`src/rtl/alu_scheduler.sv`:
```
// Round-robin scheduler in front of a shared 4-op ALU (ADD/SUB/AND/XOR).
// Grants one requester, latches its operands, returns a tagged result.
module alu_scheduler #(
  parameter  int DATA_WIDTH = 4,
  parameter  int N_REQ      = 4,
  localparam int ID_W       = $clog2(N_REQ)
) (
  input  logic                        clk,
  input  logic                        rst,
  input  logic [N_REQ-1:0]            req,
  input  logic [N_REQ*DATA_WIDTH-1:0] a_bus,
  input  logic [N_REQ*DATA_WIDTH-1:0] b_bus,
  input  logic [N_REQ*2-1:0]          op_bus,
  output logic [N_REQ-1:0]            gnt,
  output logic                        busy,
  output logic                        res_valid,
  input  logic                        res_ready,
  output logic [DATA_WIDTH:0]         res_data,
  output logic                        res_zero,
  output logic [ID_W-1:0]             res_id
);

  typedef enum logic [1:0] {
    IDLE,
    EXEC,
    RESP
  } state_e;

  state_e                state_q, state_d;
  logic [ID_W-1:0]       last_id_q, last_id_d;
  logic [ID_W-1:0]       id_q, id_d;
  logic [DATA_WIDTH-1:0] a_q, a_d;
  logic [DATA_WIDTH-1:0] b_q, b_d;
  logic [1:0]            op_q, op_d;
  logic [N_REQ-1:0]      gnt_q, gnt_d;
  logic                  busy_q, busy_d;
  logic                  res_valid_q, res_valid_d;
  logic [DATA_WIDTH:0]   res_data_q, res_data_d;
  logic                  res_zero_q, res_zero_d;
  logic [ID_W-1:0]       res_id_q, res_id_d;

  logic                  win_found;
  logic [ID_W-1:0]       win_id;
  logic [ID_W-1:0]       cand;
  logic [DATA_WIDTH:0]   alu_res;

  // Round-robin search starting just after the last granted requester
  always_comb begin
    win_found = 1'b0;
    win_id    = '0;
    cand      = '0;
    for (int k = 1; k <= N_REQ; k++) begin
      cand = ID_W'((int'(last_id_q) + k) % N_REQ);
      if (!win_found && req[cand]) begin
        win_found = 1'b1;
        win_id    = cand;
      end
    end
  end

  // Shared ALU on the latched operands; MSB is carry/borrow
  always_comb begin
    alu_res = '0;
    unique case (op_q)
      2'b00: alu_res = {1'b0, a_q} + {1'b0, b_q};
      2'b01: alu_res = {1'b0, a_q} - {1'b0, b_q};
      2'b10: alu_res = {1'b0, a_q & b_q};
      2'b11: alu_res = {1'b0, a_q ^ b_q};
      default: alu_res = '0;
    endcase
  end

  // Sequencing: grant in IDLE, compute in EXEC, hold result in RESP
  always_comb begin
    state_d     = state_q;
    last_id_d   = last_id_q;
    id_d        = id_q;
    a_d         = a_q;
    b_d         = b_q;
    op_d        = op_q;
    gnt_d       = '0;
    res_valid_d = res_valid_q;
    res_data_d  = res_data_q;
    res_zero_d  = res_zero_q;
    res_id_d    = res_id_q;
    unique case (state_q)
      IDLE: begin
        if (win_found) begin
          state_d       = EXEC;
          last_id_d     = win_id;
          id_d          = win_id;
          a_d           = a_bus[int'(win_id)*DATA_WIDTH +: DATA_WIDTH];
          b_d           = b_bus[int'(win_id)*DATA_WIDTH +: DATA_WIDTH];
          op_d          = op_bus[int'(win_id)*2 +: 2];
          gnt_d[win_id] = 1'b1;
        end
      end
      EXEC: begin
        state_d     = RESP;
        res_data_d  = alu_res;
        res_zero_d  = (alu_res == '0);
        res_id_d    = id_q;
        res_valid_d = 1'b1;
      end
      RESP: begin
        if (res_ready) begin
          state_d     = IDLE;
          res_valid_d = 1'b0;
        end
      end
      default: state_d = IDLE;
    endcase
    busy_d = (state_d != IDLE);
  end

  // State and registered outputs; reset discards any in-flight result
  always_ff @(posedge clk) begin
    if (rst) begin
      state_q     <= IDLE;
      last_id_q   <= ID_W'(N_REQ - 1);
      id_q        <= '0;
      a_q         <= '0;
      b_q         <= '0;
      op_q        <= '0;
      gnt_q       <= '0;
      busy_q      <= 1'b0;
      res_valid_q <= 1'b0;
      res_data_q  <= '0;
      res_zero_q  <= 1'b0;
      res_id_q    <= '0;
    end else begin
      state_q     <= state_d;
      last_id_q   <= last_id_d;
      id_q        <= id_d;
      a_q         <= a_d;
      b_q         <= b_d;
      op_q        <= op_d;
      gnt_q       <= gnt_d;
      busy_q      <= busy_d;
      res_valid_q <= res_valid_d;
      res_data_q  <= res_data_d;
      res_zero_q  <= res_zero_d;
      res_id_q    <= res_id_d;
    end
  end

  assign gnt       = gnt_q;
  assign busy      = busy_q;
  assign res_valid = res_valid_q;
  assign res_data  = res_data_q;
  assign res_zero  = res_zero_q;
  assign res_id    = res_id_q;

endmodule

```
`config.mk`:
```
export PLATFORM = sky130hd
export DESIGN_NAME = alu_scheduler
export DESIGN_NICKNAME = d
export VERILOG_FILES = /design/src/rtl/alu_scheduler.sv
export SDC_FILE = /design/constraint.sdc
export NUM_CORES = 1
export LEC_CHECK = 0
export ABC_AREA = 1
export CAP_MARGIN = 20
export CELL_PAD_IN_SITES_DETAIL_PLACEMENT = 1
export CELL_PAD_IN_SITES_GLOBAL_PLACEMENT = 1
export CORE_MARGIN = 2
export CORE_UTILIZATION = 30
export CTS_BUF_LIST = sky130_fd_sc_hd__clkbuf_2 sky130_fd_sc_hd__clkbuf_4 sky130_fd_sc_hd__clkbuf_8
export CTS_CLUSTER_SIZE = 30
export DETAILED_ROUTE_END_ITERATION = 8
export GPL_TIMING_DRIVEN = 0
export HOLD_SLACK_MARGIN = 0.08
export PLACE_DENSITY = 0.76
export SLEW_MARGIN = 20
export SYNTH_ARGS = -nofsm -noshare
export SYNTH_HDL_FRONTEND = slang
export SYNTH_SLANG_ARGS = --single-unit
```
`constraint.sdc`:
```
create_clock -name clk -period 5.8 [get_ports clk]
set_input_delay 1.45 -clock clk [delete_from_list [all_inputs] [get_ports clk]]
set_output_delay 1.45 -clock clk [all_outputs]
set_load 0.05 [all_outputs]
```
# Word level (Yosys, flattened, before mapping)
# Cells that the tools add are included.
[classes] n_addsub=6 order_cmp=6 n_eq_ne=6 n_shift=3 muxes=24 n_bitwise=4 n_reduce_logical=15
[ops] operator="indexed part select 16 x 5 -> 4 bit" n=2
[ops] operator="case mux 5 bit (4 select lines)" n=1
[ops] operator="less-than comparator 2 x 3 -> 1 bit, second input constant" n=5
[ops] operator="2-to-1 mux 2 bit" n=6
[ops] operator="2-to-1 mux 1 bit" n=10
[ops] operator="binary-select mux 1 bit (select 2 bit)" n=4
[ops] operator="indexed part select 8 x 4 -> 2 bit" n=1
[ops] operator="== test 2 bit, second input constant" n=3
[ops] operator="case mux 2 bit (3 select lines)" n=1
[ops] operator="adder 4 x 4 -> 5 bit" n=1
[ops] operator="zero test 5 bit" n=1
[ops] operator="subtractor 4 x 4 -> 5 bit" n=1
[ops] operator="adder 2 x 1 -> 2 bit, second input constant" n=2
[ops] operator="adder 2 bit, second input constant" n=2
[ops] operator="AND 4 bit" n=1
[ops] operator="== test 2 x 1 -> 1 bit, second input constant" n=2
[ops] operator="logical AND 1 bit" n=4
[ops] operator="zero test 2 bit" n=2
[ops] operator="AND reduction 2 bit" n=2
[ops] operator="nonzero test 2 bit" n=2
[ops] operator="XOR 4 bit" n=1
[ops] operator="zero test 1 bit" n=3
[ops] operator="OR reduction 3 bit" n=1
[ops] operator="demux 1 bit (select 2 bit)" n=1
[ops] operator="other kinds (4)" n=5
[word_totals] reg_bits=30 out_inout_bits=14 word_cells=76

# Longest topological paths before layout
[logic_depth] word_depth=17 mapped_depth=16 depth_no_buf=15

# Worst setup path after synthesis
# OpenSTA, ideal clock, no wires.
[synth_timing] kind="in2reg" startpoint="input port req[3]" endpoint="register a_q[2]" arrival_ns=2.545 t_required_ns=5.683 setup_slack_ns=3.138 path_stages=13 n_path_buf=1 path_cell_list="nand2_1 > nand2_1 > nand2_1 > nand2_1 > nor2_4 > nand4_1 > nand2_4 > inv_4 > buf_6 > nand3_1 > nand2_1 > nor2_1 > nor2_1"
[synth_via] elab_chain_len=13
[synth_rtl] item="from (decl)" line_no="10" rtl="input logic [N_REQ-1:0] req,"
[synth_rtl] item="binary-select mux 1 bit (select 2 bit)" line_no="54" rtl="if (!win_found && req[cand]) begin"
[synth_rtl] item="2-to-1 mux 1 bit (implied by the code)" line_no="54"
[synth_rtl] item="2-to-1 mux 1 bit" line_no="54"
[synth_rtl] item="zero test 1 bit" line_no="54"
[synth_rtl] item="logical AND 1 bit" line_no="54"
[synth_rtl] item="2-to-1 mux 1 bit" line_no="54"
[synth_rtl] item="zero test 1 bit" line_no="54"
[synth_rtl] item="logical AND 1 bit" line_no="54"
[synth_rtl] item="2-to-1 mux 1 bit" line_no="54"
[synth_rtl] item="zero test 1 bit" line_no="54"
[synth_rtl] item="logical AND 1 bit" line_no="54"
[synth_rtl] item="2-to-1 mux 2 bit / 2-to-1 mux 1 bit (equally long branches)" line_no="54"
[synth_rtl] item="indexed part select 16 x 5 -> 4 bit / AND reduction 2 bit (equally long branches)"
[synth_rtl] item="to (signal assigned)" line_no="122" rtl="a_q <= '0;"
[synth_rtl] item="to (signal assigned)" line_no="135" rtl="a_q <= a_d;"
[synth_rtl] item="to (decl)" line_no="32" rtl="logic [DATA_WIDTH-1:0] a_q, a_d;"
# Several ways; a longest one is shown, not always the timed one. The select of a mux whose other input is x is not followed.
# A chain may end at the register's enable or synchronous reset.

# Worst setup path after layout
[layout_timing] startpoint="input port req[0]" endpoint="register b_q[0]"
[layout_via] elab_chain_len=13
[layout_rtl] item="binary-select mux 1 bit (select 2 bit)" line_no="54"
[layout_rtl] item="2-to-1 mux 1 bit (implied by the code)" line_no="54"
[layout_rtl] item="2-to-1 mux 1 bit" line_no="54"
[layout_rtl] item="zero test 1 bit" line_no="54"
[layout_rtl] item="logical AND 1 bit" line_no="54"
[layout_rtl] item="2-to-1 mux 1 bit" line_no="54"
[layout_rtl] item="zero test 1 bit" line_no="54"
[layout_rtl] item="logical AND 1 bit" line_no="54"
[layout_rtl] item="2-to-1 mux 1 bit" line_no="54"
[layout_rtl] item="zero test 1 bit" line_no="54"
[layout_rtl] item="logical AND 1 bit" line_no="54"
[layout_rtl] item="2-to-1 mux 2 bit / 2-to-1 mux 1 bit (equally long branches)" line_no="54"
[layout_rtl] item="indexed part select 16 x 5 -> 4 bit / AND reduction 2 bit (equally long branches)"
[layout_rtl] item="to (signal assigned)" line_no="123" rtl="b_q <= '0;"
[layout_rtl] item="to (signal assigned)" line_no="136" rtl="b_q <= b_d;"
[layout_rtl] item="to (decl)" line_no="33" rtl="logic [DATA_WIDTH-1:0] b_q, b_d;"
# Several ways; a longest one is shown, not always the timed one. The select of a mux whose other input is x is not followed.

==> results_dict.tcl <==
set metrics [dict create \
    synth.top_cell.area_share 0.286 \
    diodes 0 \
    coreArea_sq_um 6790 \
    worst_slew_pin_slew_ns 0.507 \
    die_w_um 87.7 \
    portBuffers 59 \
    area_growth_pct 39.2 \
    slew_violations 0 \
    finalHoldViolations 0 \
    cts_resized 0 \
    cap_violations 0 \
    cp_cell_sequence "clkdlybuf4s50_1 -> nand2_1 -> nand2_1 -> nand2_1 -> nand2_1 -> inv_1 -> nand3_4 -> nand3_2 -> inv_2 -> buf_2 -> nand2_1 -> nor2_1 -> nor2_1" \
    cts.clk_slew.worst_paths_ns 0.07 \
    max_freq_mhz 322 \
    grt_pass1_vias 2294 \
    ios 61 \
    cts_tree "yes" \
    ys_types 33 \
    synthTopCellsByArea "dfxtp_1, nand2_1, nand3_1, nor2_1, ha_1" \
    cpMostUsedCell "nand2_1" \
    final_cell_mix "nand2_1, clkdlybuf4s50_1, nand3_1, nor2_1, dfxtp_1" \
    drive_gt1_frac 0.127 \
    cts_max_path_buffers 2 \
    min_period_ns 3.11 \
    die_h_um 87.7 \
    place_hpwl_mm 4.89 \
    clock_latency_ns 0.29 \
    hold_class "flip-flop to flip-flop" \
    p_per_area_nw_per_um2 699 \
    synth_area_sq_um 2100 \
    detail_route.iter0.violations 71 \
    viasPerCell 4.60 \
    cpMaxStageDelayCell "clkdlybuf4s50_1" \
    grt_start_max_net_pins 11 \
    cp.required_ns 5.98 \
    numClockSinks 30 \
    postSynthAreaPerCell_sq_um 6.94 \
    syn-num-nets 360 \
    grt_remaining_overflow 0 \
    wirelength_mm 5.99 \
    arrival_ns 3.29 \
    gp_congestion 0.825 \
    cp_num_buf_inv 4 \
    yosys_warnings 0 \
    dp_slack_ns 2.38 \
    rows 30 \
    synth_top_area_cell "dfxtp_1" \
    startpoint_type "input pin" \
    critPathCaptureType "flip-flop" \
    cp_max_fo 10 \
    vias 2145 \
    critPathTopFamily "buffers and inverters" \
    ir_drop_v 0.000265 \
    cts_max_level 2 \
    grtUsageTotal 0.171 \
    max_slew_margin 0.661 \
    fin_skew_ns 0.00380 \
    rsz0062_at_grt "no" \
    hold_buffers 0 \
    final_nets 426 \
    ant_nets 0 \
    outcome "completed" \
    crit_type "input pin to flip-flop" \
    ys_seq_area_frac 0.286 \
    ys_ff_latch 30 \
    drc 0 \
    cts_root_buf "clkbuf_8" \
    cpPeakStageDelay_ns 0.50 \
    grt_pass1_wl_mm 10.4 \
    initial_core_util 0.309 \
    synth_cells 303 \
    setup_tns_ns 0 \
    setup_ws_ns 2.69 \
    finalSetupViolCount 0 \
    first_pass_iters 4 \
    post-route-period-util 0.536 \
    antenna_found_initial 0 \
    post_cts_buffers 0 \
    drt-wirelength-per-cell_um 12.9 \
    dieArea_sq_um 7690 \
    power_leakage_nw 1.31 \
    layout_commonest_cell "nand2_1" \
    cts_buffers 5 \
]
tightest hold or removal path, cell delays in order (launching register included):
cell and delay (ns):
dfxtp_1 0.31, nand2_1 0.06, a21oi_1 0.06
flip-flops by register name, indices dropped and copies added (netlist names):
signal / count
state_q: 2
res_data: 5
id_q: 2
res_valid: 1
b_q: 4
busy: 1
gnt: 4
op_q: 2
last_id_q: 2
res_id: 2
a_q: 4
res_zero: 1
area by class of cell:
type	count	area (sq um)
clock buffers	6	76.3
flip-flops and latches	30	601
well taps	96	120
repair buffers	59	591
fillers	871	3870
clock inverters	2	37.5
plain buffers	13	103
inverters	35	139
multi-input cells	225	1260
synthesized netlist by cell type, drive strengths merged:
cell type	n
nand2	71
nand3	51
nor2	39
inv	35
dfxtp	30
o21ai	18
a21oi	11
buf	9
ha	9
nand4	7
o211ai	5
clkbuf	4
nor3	4
a31oi	3
or2	2
xor2	2
a211oi	1
a21boi	1
fa	1
metal layers:
layer  global-route usage  up-vias  share of wire
li1                     -     1124              -
met1                0.211      963           0.47
met2                0.304       53           0.48
met3               0.0377        5          0.041
met4               0.0378        0         0.0085
met5                    0        -              0
logic make-up after synthesis:
logic type / Yosys count / share of synthesized area
and+or+nand+nor: 174 / 0.420
buffers and inverters: 48 / 0.115
AOI/OAI and AO/OA: 39 / 0.108
DFF: 30 / 0.286
adders and majority gates: 10 / 0.0631
xor gates and xnor gates: 2 / 0.00833
power by group:
| group | switching (mW) | internal, mW |
|---|---|---|
| logic | 0.944 | 0.545 |
| registers | 0.0541 | 0.288 |
| clock network | 0.0824 | 0.133 |
final timing paths:
path	startpoint	endpoint	slack (ns)	depth (start not counted)
worst max-delay path	req[0]	b_q[0]$_SDFFE_PP0P_	2.69	13
worst min-delay path	id_q[0]$_SDFFE_PP0P_	id_q[0]$_SDFFE_PP0P_	0.48	2
worst max register to register	op_q[1]$_SDFFE_PP0P_	res_zero$_SDFFE_PP0P_	3.13	13
worst min register to register	id_q[0]$_SDFFE_PP0P_	id_q[0]$_SDFFE_PP0P_	0.48	2
per-stage QoR:
step | std cells | hold WS [ns] | util | area [sq um] | power, mW
global placement | 458 | 0.455 | 0.414 | 2810 | 1.79
detailed placement | 458 | 0.466 | 0.414 | 2810 | 1.84
floorplan | 303 | 0.446 | - | 2100 | 1.47
global route | 466 | 0.502 | 0.431 | 2930 | 2.26
CTS | 466 | 0.477 | 0.431 | 2930 | 2.07
finish | 466 | 0.477 | 0.431 | 2930 | 2.05
Power figures use the tool's default switching activity.
